===== src/rtl/tictactoe_pkg.sv =====
// rtl/tictactoe_pkg.sv - shared constants, line table, states and board helpers for the move generator
package tictactoe_pkg;

    localparam int CELL_COUNT = 9;
    localparam int LINE_COUNT = 8;

    localparam logic [1:0] EMPTY = 2'd0;
    localparam logic [1:0] X     = 2'd1;
    localparam logic [1:0] O     = 2'd2;

    localparam logic [3:0] NO_MOVE = 4'd15;

    // Entry l occupies bits [12l+11:12l] as {a, b, c}; entry 0 is the top row.
    localparam logic [95:0] LINES = {
        4'd2, 4'd4, 4'd6,
        4'd0, 4'd4, 4'd8,
        4'd2, 4'd5, 4'd8,
        4'd1, 4'd4, 4'd7,
        4'd0, 4'd3, 4'd6,
        4'd6, 4'd7, 4'd8,
        4'd3, 4'd4, 4'd5,
        4'd0, 4'd1, 4'd2
    };

    typedef enum logic [2:0] {
        IDLE,
        WIN,
        BLOCK,
        CENTER,
        FIRST,
        DONE
    } state_t;

    // Out-of-range indices read as a cell owned by neither player.
    function automatic logic [1:0] cell_at(input logic [17:0] b, input logic [3:0] i);
        logic [1:0] c;
        c = 2'd3;
        if (i < 4'd9) c = b[{i, 1'b0} +: 2];
        return c;
    endfunction

    function automatic logic line_win(input logic [17:0] b, input logic [1:0] p);
        logic hit;
        hit = 1'b0;
        for (int l = 0; l < LINE_COUNT; l++) begin
            if (cell_at(b, LINES[l*12+8 +: 4]) == p &&
                cell_at(b, LINES[l*12+4 +: 4]) == p &&
                cell_at(b, LINES[l*12   +: 4]) == p)
                hit = 1'b1;
        end
        return hit;
    endfunction

    function automatic logic board_full(input logic [17:0] b);
        logic full;
        full = 1'b1;
        for (int i = 0; i < CELL_COUNT; i++) begin
            if (cell_at(b, 4'(i)) == EMPTY) full = 1'b0;
        end
        return full;
    endfunction

endpackage


===== src/rtl/tictactoe_cell_eval.sv =====
// rtl/tictactoe_cell_eval.sv - tests one cell: empty, and whether placing player there completes a line
module tictactoe_cell_eval
    import tictactoe_pkg::*;
(
    input  logic [17:0] snap,
    input  logic [3:0]  idx,
    input  logic [1:0]  player,
    output logic        is_empty,
    output logic        wins
);

    logic [17:0] placed;

    always_comb begin
        placed   = snap;
        is_empty = (idx < 4'd9) && (cell_at(snap, idx) == EMPTY);
        if (is_empty) placed[{idx, 1'b0} +: 2] = player;
        wins     = is_empty && line_win(placed, player);
    end

endmodule


===== src/rtl/tictactoe_mover.sv =====
// rtl/tictactoe_mover.sv - serial tic-tac-toe move generator with valid/ack result handshake
module tictactoe_mover
    import tictactoe_pkg::*;
#(
    parameter int CELLS = 9,
    parameter int IDX_W = 4
) (
    input  logic             clock,
    input  logic             reset,
    input  logic             req,
    input  logic [1:0]       side,
    input  logic [17:0]      board,
    input  logic             move_ack,
    output logic             move_valid,
    output logic [IDX_W-1:0] move,
    output logic             no_move,
    output logic             busy
);

    localparam logic [IDX_W-1:0] LAST_IDX   = IDX_W'(CELLS - 1);
    localparam logic [IDX_W-1:0] CENTER_IDX = IDX_W'(4);

    state_t           state, state_n;
    logic [17:0]      snap, snap_n;
    logic [1:0]       me, me_n;
    logic [1:0]       opp, opp_n;
    logic [IDX_W-1:0] idx, idx_n;
    logic [IDX_W-1:0] res, res_n;
    logic             nm, nm_n;

    logic [1:0]       eval_player;
    logic             eval_empty;
    logic             eval_wins;
    logic             side_bad;
    logic             board_over;

    assign eval_player = (state == BLOCK) ? opp : me;
    assign side_bad    = (side != X) && (side != O);
    assign board_over  = line_win(board, X) || line_win(board, O) || board_full(board);

    tictactoe_cell_eval u_cell_eval (
        .snap     (snap),
        .idx      (idx),
        .player   (eval_player),
        .is_empty (eval_empty),
        .wins     (eval_wins)
    );

    always_comb begin
        state_n = state;
        snap_n  = snap;
        me_n    = me;
        opp_n   = opp;
        idx_n   = idx;
        res_n   = res;
        nm_n    = nm;
        case (state)
            IDLE: begin
                if (req) begin
                    snap_n = board;
                    me_n   = side;
                    opp_n  = (side == X) ? O : X;
                    idx_n  = '0;
                    if (side_bad || board_over) begin
                        nm_n    = 1'b1;
                        res_n   = NO_MOVE;
                        state_n = DONE;
                    end else begin
                        nm_n    = 1'b0;
                        state_n = WIN;
                    end
                end
            end
            WIN, BLOCK: begin
                if (eval_wins) begin
                    res_n   = idx;
                    state_n = DONE;
                end else if (idx == LAST_IDX) begin
                    idx_n   = '0;
                    state_n = (state == WIN) ? BLOCK : CENTER;
                end else begin
                    idx_n = idx + 1'b1;
                end
            end
            CENTER: begin
                if (cell_at(snap, CENTER_IDX) == EMPTY) begin
                    res_n   = CENTER_IDX;
                    state_n = DONE;
                end else begin
                    idx_n   = '0;
                    state_n = FIRST;
                end
            end
            FIRST: begin
                if (eval_empty) begin
                    res_n   = idx;
                    state_n = DONE;
                end else if (idx == LAST_IDX) begin
                    nm_n    = 1'b1;
                    res_n   = NO_MOVE;
                    state_n = DONE;
                end else begin
                    idx_n = idx + 1'b1;
                end
            end
            DONE: begin
                if (move_ack) begin
                    nm_n    = 1'b0;
                    res_n   = NO_MOVE;
                    state_n = IDLE;
                end
            end
            default: state_n = IDLE;
        endcase
    end

    // Outputs are registered from the next-state view so DONE shows on the entering edge.
    always_ff @(posedge clock or posedge reset) begin
        if (reset) begin
            state      <= IDLE;
            snap       <= '0;
            me         <= '0;
            opp        <= '0;
            idx        <= '0;
            res        <= NO_MOVE;
            nm         <= 1'b0;
            move_valid <= 1'b0;
            move       <= NO_MOVE;
            no_move    <= 1'b0;
            busy       <= 1'b0;
        end else begin
            state      <= state_n;
            snap       <= snap_n;
            me         <= me_n;
            opp        <= opp_n;
            idx        <= idx_n;
            res        <= res_n;
            nm         <= nm_n;
            move_valid <= (state_n == DONE);
            move       <= (state_n == DONE) ? res_n : NO_MOVE;
            no_move    <= (state_n == DONE) && nm_n;
            busy       <= (state_n != IDLE);
        end
    end

endmodule


===== config.mk =====
export PLATFORM = sky130hd
export DESIGN_NAME = tictactoe_mover
export DESIGN_NICKNAME = d
export VERILOG_FILES = /design/src/rtl/tictactoe_pkg.sv /design/src/rtl/tictactoe_cell_eval.sv /design/src/rtl/tictactoe_mover.sv
export SDC_FILE = /design/constraint.sdc
export NUM_CORES = 1
export LEC_CHECK = 0
export ABC_CLOCK_PERIOD_IN_PS = 6400
export CAP_MARGIN = 20
export CORE_MARGIN = 1
export CORE_UTILIZATION = 60
export CTS_CLUSTER_DIAMETER = 50
export DETAILED_ROUTE_END_ITERATION = 12
export PLACE_DENSITY = 0.89
export SYNTH_ARGS = -nofsm -noshare
export SYNTH_HDL_FRONTEND = slang
export SYNTH_SLANG_ARGS = --single-unit

===== constraint.sdc =====
create_clock -name clock -period 6.4 [get_ports clock]
set_clock_uncertainty 0.15 [all_clocks]
set_input_delay 1.28 -clock clock [delete_from_list [all_inputs] [get_ports clock]]
set_output_delay 1.28 -clock clock [all_outputs]
set_load 0.05 [all_outputs]

== Word-level counts from Yosys, hierarchy flattened ==
Cells that the tools add are included.

* Logic and storage cells: 202
* Input port bits: 24
* Bits in registers: 41

* Reductions and logical operators: 72
* Mux-type cells: 71
* $lt $le $gt $ge: 1
* Add/subtract/negate cells: 2
* Shift operators: 3
* Equality and inequality tests: 42

{| class="wikitable"
|+ Operator list
! operator !! number
|-
| $mux 4 || 14
|-
| $logic_and 1x1->1 || 52
|-
| $mux 1 || 40
|-
| $logic_not 2->1 || 11
|-
| $mux 3 || 7
|-
| $eq 2x1->1 const B || 10
|-
| $pmux 4 s5 || 1
|-
| $bwmux 18 || 1
|-
| $eq 2x2->1 || 9
|-
| $eq 2x2->1 const B || 9
|-
| $mux 18 || 1
|-
| $shift 2x7->18 const A || 1
|-
| $shiftx 18x6->2 || 1
|-
| $shiftx 2x7->18 || 1
|-
| $pmux 4 s4 || 1
|-
| $pmux 3 s5 || 1
|-
| $ne 2x2->1 const B || 6
|-
| $eq 3x3->1 const B || 3
|-
| $mux 2 || 4
|-
| $neg 5->7 || 1
|-
| $eq 3x2->1 const B || 2
|-
| $reduce_and 6->1 || 1
|-
| $add 4x1->4 const B || 1
|-
| $eq 4x4->1 const B || 1
|-
| 10 further kinds || 12
|}

== Logic depth before layout (Yosys ltp) ==
* Depth after elaboration: 21
* Depth in mapped cells: 13

== Cells and area by module ==
From an unflattened synthesis, not the netlist that was laid out.

* Cell total of the unflattened synthesis: 407
* Area, all modules: 3286.9 µm²

{| class="wikitable"
|+ Modules (own cells, without submodules)
! module !! cells an instance !! times used !! sequential area each (µm²) !! area each (µm²)
|-
| tictactoe_mover || 283 || 1 || 1036.0 || 2437.3
|-
| tictactoe_cell_eval || 124 || 1 || 0.0 || 849.6
|}

== Worst setup path before layout ==
Ideal clock, no wire load.

* Path kind: in2reg
* From: input side[1]
* To: register move[3]
* Library setup time: 0.081 ns
* Data arrival time: 3.110 ns
* Data required time: 6.169 ns
* Cell stages on the path: 11
* Path slack: 3.059 ns
* Cells stage by stage: inv_1 ha_1 a41oi_1 nand4_1 nor3_1 a21o_1 a21boi_0 nand3_1 a41oi_1 a2bb2oi_1 o21ai_1

* Cells in the longest elaborated chain, start to end: 8
* Elaborated cells between the ends (all ways): 12
* Classes of those cells: eq/ne: 3; mux: 7; reduce/logical: 2

{| class="wikitable"
|+ Ends and longest elaborated chain
! element !! line !! source
|-
| start, declared || tictactoe_mover.sv:11 || <nowiki>input logic [1:0] side,</nowiki>
|-
| $ne 2x1->1 / $ne 2x2->1 (equally long branches) || tictactoe_mover.sv:38 || <nowiki>assign side_bad = (side != X) && (side != O);</nowiki>
|-
| $logic_and 1x1->1 * || tictactoe_mover.sv:38 ||
|-
| $logic_or 1x1->1 * || tictactoe_mover.sv:64 || <nowiki>if (side_bad || board_over) begin</nowiki>
|-
| $mux 3 || tictactoe_mover.sv:64 ||
|-
| $mux 3 || tictactoe_mover.sv:59 || <nowiki>if (req) begin</nowiki>
|-
| $pmux 3 s5 || tictactoe_mover.sv:57 || <nowiki>case (state)</nowiki>
|-
| $eq 3x3->1 || tictactoe_mover.sv:140 || <nowiki>move <= (state_n == DONE) ? res_n : NO_MOVE;</nowiki>
|-
| $mux 4 * || tictactoe_mover.sv:140 ||
|-
| end signal, assigned || tictactoe_mover.sv:140 ||
|-
| end, declared || tictactoe_mover.sv:15 || <nowiki>output logic [IDX_W-1:0] move,</nowiki>
|}

Mark *: on every way between the ends. The rest lies on a longest branch, timed or not.
A chain may end at the register's enable or synchronous reset.

== Worst setup path in the final report ==
* From: register idx[0]
* To: register busy

* Cells in the longest elaborated chain, start to end: 20
* Elaborated cells between the ends (all ways): 51
* Classes of those cells: add/sub: 1; order compare: 1; eq/ne: 10; shift: 3; mux: 16; reduce/logical: 20

{| class="wikitable"
|+ Ends and longest elaborated chain
! element !! line !! source
|-
| start, declared || tictactoe_mover.sv:27 || <nowiki>logic [IDX_W-1:0] idx, idx_n;</nowiki>
|-
| start signal, assigned || tictactoe_mover.sv:136 || <nowiki>idx <= idx_n;</nowiki>
|-
| $shiftx 18x6->2 / $lt 4x4->1 (equally long branches) || tictactoe_pkg.sv:38, tictactoe_cell_eval.sv:16 ||
|-
| $mux 2 || tictactoe_pkg.sv:38 || <nowiki>if (i < 4'd9) c = b[{i, 1'b0} +: 2];</nowiki>
|-
| $logic_not 2->1 || tictactoe_cell_eval.sv:16 || <nowiki>is_empty = (idx < 4'd9) && (cell_at(snap, idx) == EMPTY);</nowiki>
|-
| $logic_and 1x1->1 || tictactoe_cell_eval.sv:16 ||
|-
| $mux 18 || tictactoe_cell_eval.sv:17 || <nowiki>if (is_empty) placed[{idx, 1'b0} +: 2] = player;</nowiki>
|-
| $eq 2x2->1 (on tied branches) || tictactoe_pkg.sv:46, tictactoe_pkg.sv:47 ||
|-
| $logic_and 1x1->1 || tictactoe_pkg.sv:46 || <nowiki>if (cell_at(b, LINES[l*12+8 +: 4]) == p &&</nowiki>
|-
| $logic_and 1x1->1 || tictactoe_pkg.sv:47 || <nowiki>cell_at(b, LINES[l*12+4 +: 4]) == p &&</nowiki>
|-
| $mux 1 (8 in series) || tictactoe_pkg.sv:46 ||
|-
| $logic_and 1x1->1 || tictactoe_cell_eval.sv:18 || <nowiki>wins = is_empty && line_win(placed, player);</nowiki>
|-
| $mux 3 || tictactoe_mover.sv:75 || <nowiki>if (eval_wins) begin</nowiki>
|-
| $pmux 3 s5 * || tictactoe_mover.sv:57 ||
|-
| net state_n[1] || tictactoe_mover.sv:23 || <nowiki>state_t state, state_n;</nowiki>
|-
| $reduce_bool 3->1 * || tictactoe_mover.sv:142 || <nowiki>busy <= (state_n != IDLE);</nowiki>
|-
| end signal, assigned || tictactoe_mover.sv:142 ||
|-
| end, declared || tictactoe_mover.sv:17 || <nowiki>output logic busy</nowiki>
|}

The timed path passes the listed nets; every way through them passes the cells marked *.

==> run metrics <==
Starting Density=0.631; GRT Overall Usage=0.315; clock sink count=41; logic gate share of total power=0.634; Max-slew headroom=0.447; RSZ-0062 raised after global routing=no; Final Hold Fails=0; total CTS buffers=5; kind of critical path=flip-flop to flip-flop; final setup fails=0; Final period util=0.674; IO Count=31; Via density=6.42; GRT overflow=0; global-route wire length before repair=13600 microns; Synth Net Count=432; share of layout cells above drive strength 1=0.0847; CTS tree=done; post-synthesis register bit count=41; Area Overhead vs Synth=12.9%; Total Wirelength=8310 microns; worst hold margin=389 ps; post-route antenna net violation count=0; sequential share of power=0.281; Post-CTS Setup Inserts=0; post-cts resize count=0; Cells after Synth=402; Sw Pwr=1.02 mW; hold buffers post-CTS=0; startpoint types=flip-flop; clk_lat worst skew=290 ps; Power Internal=0.970 mW; Critical Path Fanout Max=17; drt pass-1 iters=5; Lkg Pwr=1.46 nW; 1st-iter DRT viols=249; Cell Pwr Density=543 nW/um^2; RD Place Congestion=1.10; vias=3179; final core occ=0.712; synthesized area per cell=8.06 sq um; num rows=26; worst hold path class=flip-flop to flip-flop; Clock Power Share=0.085; IO Port Bufs=30; Avg WL per Cell=16.8 microns; Post-synth top flop=dfrtp_1; fmax=232 MHz; die footprint=5700 sq um; vias in the first global route=2907; final max-slew violation count=0; asr flop ratio synth=1.00; Worst VDD drop=399 uV; Antenna Cells=0; initial antenna violation count=0; Post-synth EDFFs=0; setup TNS=0 ps; Net Sw Frac=0.512; cell area after synthesis=3240 sq um; CP endpoint kind=flip-flop; max_cap viols=0; Slew @ Worst Pin=827 ps; clock root buffer=clkbuf_8; post-synth cell types=70; largest net degree at the start of global routing=42; final routed DRC violation total=0; CP required=6420 ps; crit path time final=4310 ps; die span in y=75.5 microns; clock-pin slew on the worst setup and hold paths=80 ps; CORE AREA=5140 sq um; status=complete, no violations; clk buf depth=2; crit path DAT=4340 ps; Horiz. Die Dim=75.5 microns; sequential area share after synthesis=0.320; yosys warns=0; H-tree depth=2; Post-DP HPWL=6180 microns; layout net count=454
cells in the final DEF, fill, tap and decap left out, drive strengths merged, types with 8 or more instances in the layout:
| master | count |
|---|---|
| a21oi | 9 |
| clkdlybuf4s50 | 30 |
| dfrtp | 33 |
| dfstp | 8 |
| inv | 11 |
| nand2 | 85 |
| nand2b | 8 |
| nand3 | 9 |
| nor2 | 32 |
| nor2b | 12 |
| nor3 | 8 |
| nor4bb | 9 |
| o21ai | 30 |
| o22ai | 13 |
| xnor2 | 14 |
cell usage after synthesis (all sizes together) (3+ instances only):
library cell,n,area [sq um]
xnor2,14,123
and2,7,43.8
nand2b,8,50.1
nor3,8,40.0
a21o,3,22.5
nor3b,5,48.8
or2,4,25.0
mux2i,6,63.8
o22ai,13,81.3
clkbuf,11,41.3
dfstp,8,210
nand2,85,319
nor2b,12,75.1
a31oi,7,43.8
a21oi,9,45.0
nand3,9,45.0
or3,3,18.8
nand4,3,18.8
buf,6,32.5
a211oi,5,67.6
inv,11,41.3
o31ai,3,22.5
o211ai,3,22.5
a32oi,4,42.6
nor4bb,9,90.1
dfrtp,33,826
nor2,32,120
ha,6,75.1
o21ai,30,150
layout make-up:
type	count	area [sq um]
clock inverters	2	15.0
multi-input cells	333	2090
clock buffers	6	72.6
flip-flops and latches	41	1040
repair buffers	32	315
fillers	432	1480
well taps	70	87.6
inverters	11	41.3
through the flow:
step / area (sq um) / std cells / setup slack [ps] / power [mW]
floorplan: 3240 / 402 / 3060 / 1.50
global placement: 3560 / 486 / 2210 / 1.74
detailed placement: 3560 / 486 / 2100 / 1.78
CTS: 3650 / 494 / 2100 / 1.96
global route: 3660 / 495 / 1920 / 2.14
finish: 3660 / 495 / 2090 / 1.99
critical path: stages (launching register included):
cell      delay [ps]
dfrtp_1          770
inv_2            180
ha_1             330
and3b_1          240
o31ai_1          120
a21boi_2         440
nor2_1           180
mux2i_1          160
a221oi_1         600
a211oi_4         220
a21oi_1          320
nor3_1           120
or3_1            370
flip-flops by register name, indices dropped and copies added, names as in the netlist:
register    count
no_move         1
state           3
res             4
idx             4
opp             2
nm              1
move_valid      1
busy            1
me              2
snap           18
move            4
final timing paths:
path                          from      end  slack, ps  depth (start not counted)
min in group asynchronous    reset  no_move       1260                          3
setup / recovery            idx[0]     busy       2090                         12
hold reg to reg            snap[3]  snap[3]        390                          2
setup reg to reg            idx[0]     busy       2090                         12
max in group asynchronous    reset  move[0]       4480                          3
hold / removal             snap[3]  snap[3]        390                          2
routing by layer:
| layer | track usage | vias to the layer above | part of all wire |
|---|---|---|---|
| met5 | 0 | - | 0 |
| met4 | 0.103 | 0 | 0.025 |
| met3 | 0.0582 | 21 | 0.080 |
| met2 | 0.512 | 157 | 0.47 |
| met1 | 0.427 | 1496 | 0.42 |
| li1 | - | 1505 | - |
cells by family after synthesis:
group,share of synthesized area
buf+inv,0.0355
fa+ha+maj,0.0232
simple gates,0.305
compound gates,0.233
flops,0.320
mux,0.0405
xor+xnor,0.0432
power groups by stage:
stage / registers (mW) / clock network, mW / logic, mW
after detailed placement: 0.558 / 0 / 1.22
after CTS: 0.553 / 0.171 / 1.23
after floorplan: 0.508 / 0 / 0.993
final: 0.559 / 0.169 / 1.26
after global placement: 0.553 / 0 / 1.19
after global routing: 0.575 / 0.184 / 1.38
Note: power is estimated with default switching activity, not from simulation.
